<file path="config.mk">
export PLATFORM = sky130hd
export DESIGN_NAME = axi_hs_fifo
export DESIGN_NICKNAME = d
export VERILOG_FILES = /design/src/rtl/axi_hs_pkg.sv /design/src/rtl/axi_hs_ptr.sv /design/src/rtl/axi_hs_fifo.sv
export SDC_FILE = /design/constraint.sdc
export NUM_CORES = 1
export LEC_CHECK = 0
export CAP_MARGIN = 5
export CORE_AREA = 2 2 125 127
export DETAILED_ROUTE_END_ITERATION = 12
export DIE_AREA = 0 0 127 129
export PLACE_DENSITY = 0.78
export SYNTH_ARGS = -nofsm -noshare
export SYNTH_HDL_FRONTEND = slang
export SYNTH_HIERARCHICAL = 1
export SYNTH_SLANG_ARGS = --single-unit
</file>
<file path="constraint.sdc">
create_clock -name clk -period 4 [get_ports clk]
set_input_delay 0.4 -clock clk [delete_from_list [all_inputs] [get_ports clk]]
set_output_delay 0.4 -clock clk [all_outputs]
set_load 0.01 [all_outputs]
</file>
<file path="src/rtl/axi_hs_pkg.sv">
// Shared helpers for the valid/ready buffer: width arithmetic and depth validation.
package axi_hs_pkg;

  function automatic int clog2_f(input int value);
    int r;
    r = 0;
    for (int i = 0; i < 31; i++) begin
      if ((32'sd1 <<< r) < value) r = r + 1;
    end
    return r;
  endfunction

  function automatic bit is_pow2_f(input int value);
    return (value >= 2) && ((value & (value - 1)) == 0);
  endfunction

endpackage

</file>
<file path="src/rtl/axi_hs_ptr.sv">
// Wrapping ring-buffer pointer: clears on clr, advances on inc, wraps naturally at 2**PTR_W.
module axi_hs_ptr #(
  parameter int PTR_W = 2
) (
  input  logic             clk,
  input  logic             rst_n,
  input  logic             clr,
  input  logic             inc,
  output logic [PTR_W-1:0] ptr
);

  logic [PTR_W-1:0] ptr_r;

  // Pointer register; clear wins over advance
  always_ff @(posedge clk or negedge rst_n) begin
    if (!rst_n) begin
      ptr_r <= {PTR_W{1'b0}};
    end else if (clr) begin
      ptr_r <= {PTR_W{1'b0}};
    end else if (inc) begin
      ptr_r <= ptr_r + PTR_W'(1);
    end
  end

  assign ptr = ptr_r;

endmodule

</file>
<file path="src/rtl/axi_hs_fifo.sv">
// Valid/ready ring buffer of DEPTH words with registered handshake outputs and a registered head word.
module axi_hs_fifo
  import axi_hs_pkg::*;
#(
  parameter int  DATA_W = 32,
  parameter int  DEPTH  = 4,
  localparam int CNT_W  = clog2_f(DEPTH + 1)
) (
  input  logic              clk,
  input  logic              rst_n,
  input  logic              s_valid,
  output logic              s_ready,
  input  logic [DATA_W-1:0] s_data,
  input  logic              s_last,
  output logic              m_valid,
  input  logic              m_ready,
  output logic [DATA_W-1:0] m_data,
  output logic              m_last,
  input  logic              flush,
  output logic [CNT_W-1:0]  count
);

  localparam int PTR_W         = clog2_f(DEPTH);
  localparam bit DEPTH_IS_POW2 = is_pow2_f(DEPTH);

  typedef struct packed {
    logic              last;
    logic [DATA_W-1:0] data;
  } entry_t;

  if (!DEPTH_IS_POW2) begin : g_bad_depth
    $error("axi_hs_fifo: DEPTH must be a power of two >= 2");
  end

  entry_t           mem_r [DEPTH];
  entry_t           head_r;
  entry_t           head_nxt_s;
  logic [PTR_W-1:0] wr_ptr_s;
  logic [PTR_W-1:0] rd_ptr_s;
  logic [PTR_W-1:0] rd_nxt_s;
  logic [CNT_W-1:0] count_r;
  logic [CNT_W-1:0] count_nxt_s;
  logic             s_ready_r;
  logic             m_valid_r;
  logic             push_s;
  logic             pop_s;

  assign push_s = s_valid & s_ready_r;
  assign pop_s  = m_valid_r & m_ready;

  axi_hs_ptr #(.PTR_W(PTR_W)) u_wr_ptr (
    .clk   (clk),
    .rst_n (rst_n),
    .clr   (flush),
    .inc   (push_s),
    .ptr   (wr_ptr_s)
  );

  axi_hs_ptr #(.PTR_W(PTR_W)) u_rd_ptr (
    .clk   (clk),
    .rst_n (rst_n),
    .clr   (flush),
    .inc   (pop_s),
    .ptr   (rd_ptr_s)
  );

  // Next occupancy and next head word; an empty-after-pop buffer forwards the incoming word
  always_comb begin
    count_nxt_s = count_r;
    case ({push_s, pop_s})
      2'b10:   count_nxt_s = count_r + CNT_W'(1);
      2'b01:   count_nxt_s = count_r - CNT_W'(1);
      default: count_nxt_s = count_r;
    endcase
    rd_nxt_s = pop_s ? (rd_ptr_s + PTR_W'(1)) : rd_ptr_s;
    if (push_s && (wr_ptr_s == rd_nxt_s)) begin
      head_nxt_s = '{last: s_last, data: s_data};
    end else begin
      head_nxt_s = mem_r[rd_nxt_s];
    end
  end

  // Storage array; writes are suppressed while flushing
  always_ff @(posedge clk or negedge rst_n) begin
    if (!rst_n) begin
      for (int i = 0; i < DEPTH; i++) mem_r[i] <= '0;
    end else if (push_s && !flush) begin
      mem_r[wr_ptr_s] <= '{last: s_last, data: s_data};
    end
  end

  // Occupancy, handshake flags and head word
  always_ff @(posedge clk or negedge rst_n) begin
    if (!rst_n) begin
      count_r   <= '0;
      s_ready_r <= 1'b1;
      m_valid_r <= 1'b0;
      head_r    <= '0;
    end else if (flush) begin
      count_r   <= '0;
      s_ready_r <= 1'b1;
      m_valid_r <= 1'b0;
    end else begin
      count_r   <= count_nxt_s;
      s_ready_r <= (count_nxt_s != CNT_W'(DEPTH));
      m_valid_r <= (count_nxt_s != CNT_W'(0));
      head_r    <= head_nxt_s;
    end
  end

  assign s_ready = s_ready_r;
  assign m_valid = m_valid_r;
  assign m_data  = head_r.data;
  assign m_last  = head_r.last;
  assign count   = count_r;

endmodule
</file>
==> results.tsv <==
metric	value	unit
slew_headroom	26.3	%
synthesis.area	8930	um2
tightest_slew	1.10	ns
synth_edf_count	0	
gp_congestion	0.758	
reg2regPathDepth	6	
arrival	3.13	ns
rr_startpoint	u_rd_ptr/ptr[0]	
postCtsSetupBuffers	0	
die_x	127	um
setup_viol	0	
fin_cells	936	
rr_endpoint	m_data[11]	
placedCellCount	904	
crit_top_cell	a221o_1	
yosys_warnings	6	
max_stage_delay	0.79	ns
nNetsFinal	775	
syn_nets	720	
rsz0062_at_grt	no	
wl	20300	um
grt_max_degree	120	
timing.hold.ws	0.0992	ns
yosysUniqueCellTypes	38	
routed_via_density	6.48	
utilization	69.5	%
io_buffers	75	
netlist_instances	680	
worstPathCellList	buf_4 -> mux2_2 -> o22ai_1 -> a221o_1 -> nor2_1 -> a221o_1	
status	complete, no violations	
period_share	70.3	%
cts_sinks	174	
drv_cap	0	
seq_area_frac_synth	48.8	%
total_power	7.58	mW
power_leakage	4.38	nW
drcViolationCount	0	
cts_buffers	17	
htree_num_levels	4	
final_area	10400	um2
die_height	129	um
report.final.hold_viol_count	0	
end_kind	flop	
grt_pass1_vias	6292	
crit_required	4.32	ns
synth_area_per_cell	13.1	um2
drt_iter0_markers	427	
synthArstFlopShare	100	%
initial_core_util	59.6	%
core	15000	um2
yosysTopAreaCellShare	48.5	%
dpl_cell_area	9790	um2
clkLatencyLatePin	0.43	ns
clockBufferDepth	2	
synth_commonest_cells	mux2_2 (198), dfrtp_1 (173), a221o_1 (65), mux2i_1 (65), nor2_1 (44)	
antenna_found_initial	0	
synth_ff_type	dfrtp_1	
powerDensity	728	nW/um2
area_delta_synth_final	16.6	%
synth_area_leaders	dfrtp_1 (48%), mux2_2 (25%), a221o_1 (7.3%), mux2i_1 (7.3%), o22ai_1 (2.2%)	
antenna_left	0	
clk_pin_slew	0.07	ns
rrSetupSlack	1.19	ns
tritoncts	yes	
critPathKind	reg2reg	
num_antenna_cells	0	
cp_max_fo	61	
hpwl	12000	um
synth_area_leader_cell	dfrtp_1	
fin_ws	1.19	ns
yosysMostFrequentCell	mux2_2	
drive_above_1_share	34.6	%
grt_pass1_wl	32800	um
max_freq	0.356	GHz
pin_count	76	
ys_ff_latch	174	
die_area	16400	um2
dr.pass1.iters	4	
min_path_type	in2async	
track_usage	25.5	%
holdBufCountCts	0	
grt.overflow.total	0	
cts_resized	0	
fin_skew	0.00928	ns
vdd_drop_max	0.471	mV
root_buffer	clkbuf_16	
dp_slack	1.16	ns
cp-start-kind	flop	
route.vias.total	6064	
tns	0	ns
cp_slowest_cell	dfrtp_4	
wire_per_inst	21.7	um
min_period	2.81	ns
slew_viol_final	0	
rows	45	
placed cells by master, fill, tap and decap left out, drive strengths merged:
cell type and n:
mux2 198, a311oi 1, nand2b 1, clkinv 6, fa 1, dfstp 1
mux2i 65, a21bo 2, nor2b 4, o32a 1, nor3b 2, ha 1
bufinv 3, nand2 5, clkbuf 18, xor2 2, nor2 44, nand3b 3
inv 9, clkdlybuf4s50 73, nor3 3, and2 1, dfrtp 173, or3 1
o31ai 2, nand3 3, buf 16, o22ai 32, a21oi 4, xnor2 5
a221o 65, clkinvlp 1, and3 1, a41oi 1
registers in the layout (all words and copies together) (netlist names):
signal,count
count,3
m_data,32
m_last,1
m_valid,1
mem_r,132
s_ready,1
u_rd_ptr/ptr,2
u_wr_ptr/ptr,2
logic make-up (layout without fill, tap and decap cells):
kind of cell | Yosys count | count (layout) | share of synthesized area (%)
adders and majority gates | 2 | 2 | 0.364
and+or+nand+nor | 68 | 68 | 3.46
xor gates and xnor gates | 7 | 7 | 0.897
muxes | 263 | 263 | 32.3
DFF | 174 | 174 | 48.8
buffers and inverters | 58 | 126 | 3.55
AOI/OAI and AO/OA | 108 | 108 | 10.7
cell type report:
type                            instances  area, um2
Multi-Input combinational cell        448       4290
Timing Repair Buffer                   89        890
Sequential cell                       174       4360
Fill cell                            1058       4570
Clock buffer                           18        439
Inverter                                5       18.8
Clock inverter                         14        181
Tap cell                              188        235
where the power goes:
part / internal (mW) / total [mW] / leakage, nW / switching [mW]
registers: 2.48 / 3.05 / 2.17 / 0.568
clock network: 1.01 / 1.74 / 0.302 / 0.724
logic: 1.67 / 2.79 / 1.91 / 1.12
total: 5.17 / 7.58 / 4.38 / 2.41
how the worst max path moves through the flow:
stage	startpoint	end	slack [ns]
after detailed placement	flush	mem_r[77]	1.16
after CTS	u_rd_ptr/ptr[0]	m_data[4]	1.19
after floorplan	m_valid	m_valid	1.97
final	u_rd_ptr/ptr[0]	m_data[11]	1.19
after global placement	flush	mem_r[83]	1.20
after global routing	u_rd_ptr/ptr[0]	m_data[0]	1.05
per-layer routing:
metal  up-vias  track usage [%]  share of wire (%)
li1       2696                -                  -
met1      3155             33.1                 42
met2       182             43.4                 51
met3        31             5.41                5.1
met4         0             8.14                1.4
met5         -                0                  0
critical path, delay by kind of cell (launching register included):
kind | cells | cell delay, ns
muxes | 1 | 0.42
buffers and inverters | 1 | 0.78
and+or+nand+nor | 1 | 0.04
AOI/OAI and AO/OA | 3 | 0.61
DFF | 1 | 0.79
Power figures use the tool's default switching activity.
==> variant: new RTL, same settings <==
`DEPTH`: 4 -> 2.
--- a/src/rtl/axi_hs_fifo.sv
+++ b/src/rtl/axi_hs_fifo.sv
@@ -5,3 +5,3 @@
   parameter int  DATA_W = 32,
-  parameter int  DEPTH  = 4,
+  parameter int  DEPTH  = 2,
   localparam int CNT_W  = clog2_f(DEPTH + 1)
Ports: changed (resized count); port bits go from 76 to 75. No check against the original RTL was run, so the function may have changed too.
==> variant against the original RTL <==
Sequential cell count fell by 69. Total power fell by 38%. Clock power fell by 51%. Routed wire length fell by 41%. Critical path type is now primary input to flop. Synthesized area fell by 40%. Die area did not move. Worst hold slack improved by 0.14 ns. Design area fell by 39%. Setup slack improved by 0.44 ns.
==> variant: results (changes against the original RTL) <==
stage,metric,value,unit,change
status,outcome,"finished, final reports clean",,
synth,ys_seq_area_share,49.2,%,+0.47 points
pwr,p_leak,2.57,nW,-41%
critical_path,regToRegSetupSlack,1.66,ns,+0.47 ns
routing,avgRoutedWirePerCell,16.9,µm,-22%
global_routing,antenna_found_initial,1,,+1
synth,synth_common_cells,"104 x dfrtp_1, 87 x mux2_2, 69 x nor2_1",,
global_routing,grt_max_degree,85,,-29%
cells_and_area,final_nets,552,,-29%
pwr,p_per_area,739,nW/µm²,+1.6%
synth,yosys.area.top_type_share,48.8,%,+0.27 points
pwr,p_int,3.12,mW,-40%
synth,synth.area.top_cells,"dfrtp_1 49%, mux2_2 18%, a21oi_2 4.9%, a22o_1 4.9%, nor2_1 4.9%",,
cells_and_area,fillers,1389,,+31%
global_routing,gr-usage-all-layers,15.1,%,-10 points
global_routing,grt_pass1_vias,3804,,-40%
placement,dp_slack,1.25,ns,+0.0934 ns
placement,dp_hpwl,7.65,mm,-36%
clock_tree,cts_made_buffers,9,,-8
placement,gp_congestion,0.743,,-2.0%
timing,finClkSkew,0.00541,ns,-0.00387 ns
critical_path,cp_max_fo,36,,-41%
critical_path,crit_arrival,2.64,ns,-0.49 ns
placement,numPortBuffers,74,,-1.3%
cells_and_area,finalNonFillerCells,707,,-24%
placement,placedCellCount,690,,-24%
timing,hold_ws,0.240,ns,+0.141 ns
critical_path,critical_path.endpoint,s_ready,,
global_routing,grt_pass1_wl,19.6,mm,-40%
clock_tree,htree_levels,3,,-1
critical_path,timing.rr.start,s_ready,,
placement,placed_area,6050,µm²,-38%
critical_path,reg2regPathDepth,5,,-1
timing,min_period,2.37,ns,-0.442 ns
clock_tree,post_cts_resized,0,,unchanged
cells_and_area,largest_reg_flops,66,,-50%
clock_tree,clkTransAtPathRegs,0.07,ns,about the same
synth,synth_nets,499,,-31%
routing,drt-initial-drc-count,257,,-40%
clock_tree,post_cts_buffers,0,,unchanged
synth,syn_inst,460,,-32%
pwr,pwr-share-comb,42.7,%,+5.8 points
pwr,vdd_ir_drop_max,0.646,mV,+37%
synth,netlist-cell-type-count,32,,-16%
critical_path,critPathLaunch,s_valid,,
timing,slew-limit-headroom,22.1,%,-4.2 points
cells_and_area,layout-drive-gt1-share,28.6,%,-6.1 points
clock_tree,clk_latency,0.34,ns,-0.09 ns
pwr,power_clock,0.851,mW,-51%
[variant: cell type report]
cell class	instances	area (µm²)	share of cell area, %
diodes	1	2.50	0.0395
clock buffers	12	236	3.73
clock inverters	4	45.0	0.711
inverters	1	3.75	0.0593
multi-input cells	318	2420	38.1
flip-flops and latches	105	2630	41.5
well taps	188	235	3.71
repair buffers	78	766	12.1
[variant: worst max-delay path: stages]
cell	delay, ns
clkdlybuf4s50_1	0.50
nand2_2	0.47
ha_1	0.54
or3_1	0.40
a21oi_1	0.23
nand2_1	0.08
[variant: kinds of logic after synthesis]
group	Yosys count	share of synthesized area [%]
DFF	105	49.3
and+or+nand+nor	143	11.3
adders and majority gates	1	0.234
xor gates and xnor gates	6	1.41
buffers and inverters	37	5.91
AOI/OAI and AO/OA	69	11.0
muxes	99	20.9
[variant: layer usage]
layer  track usage [%]  vias up  wire, µm
met4              4.40        0       114
met2              25.4       91      5990
li1                  -     1723         -
met3              3.83        9       523
met1              19.4     1813      5290
met5                 0        -         0
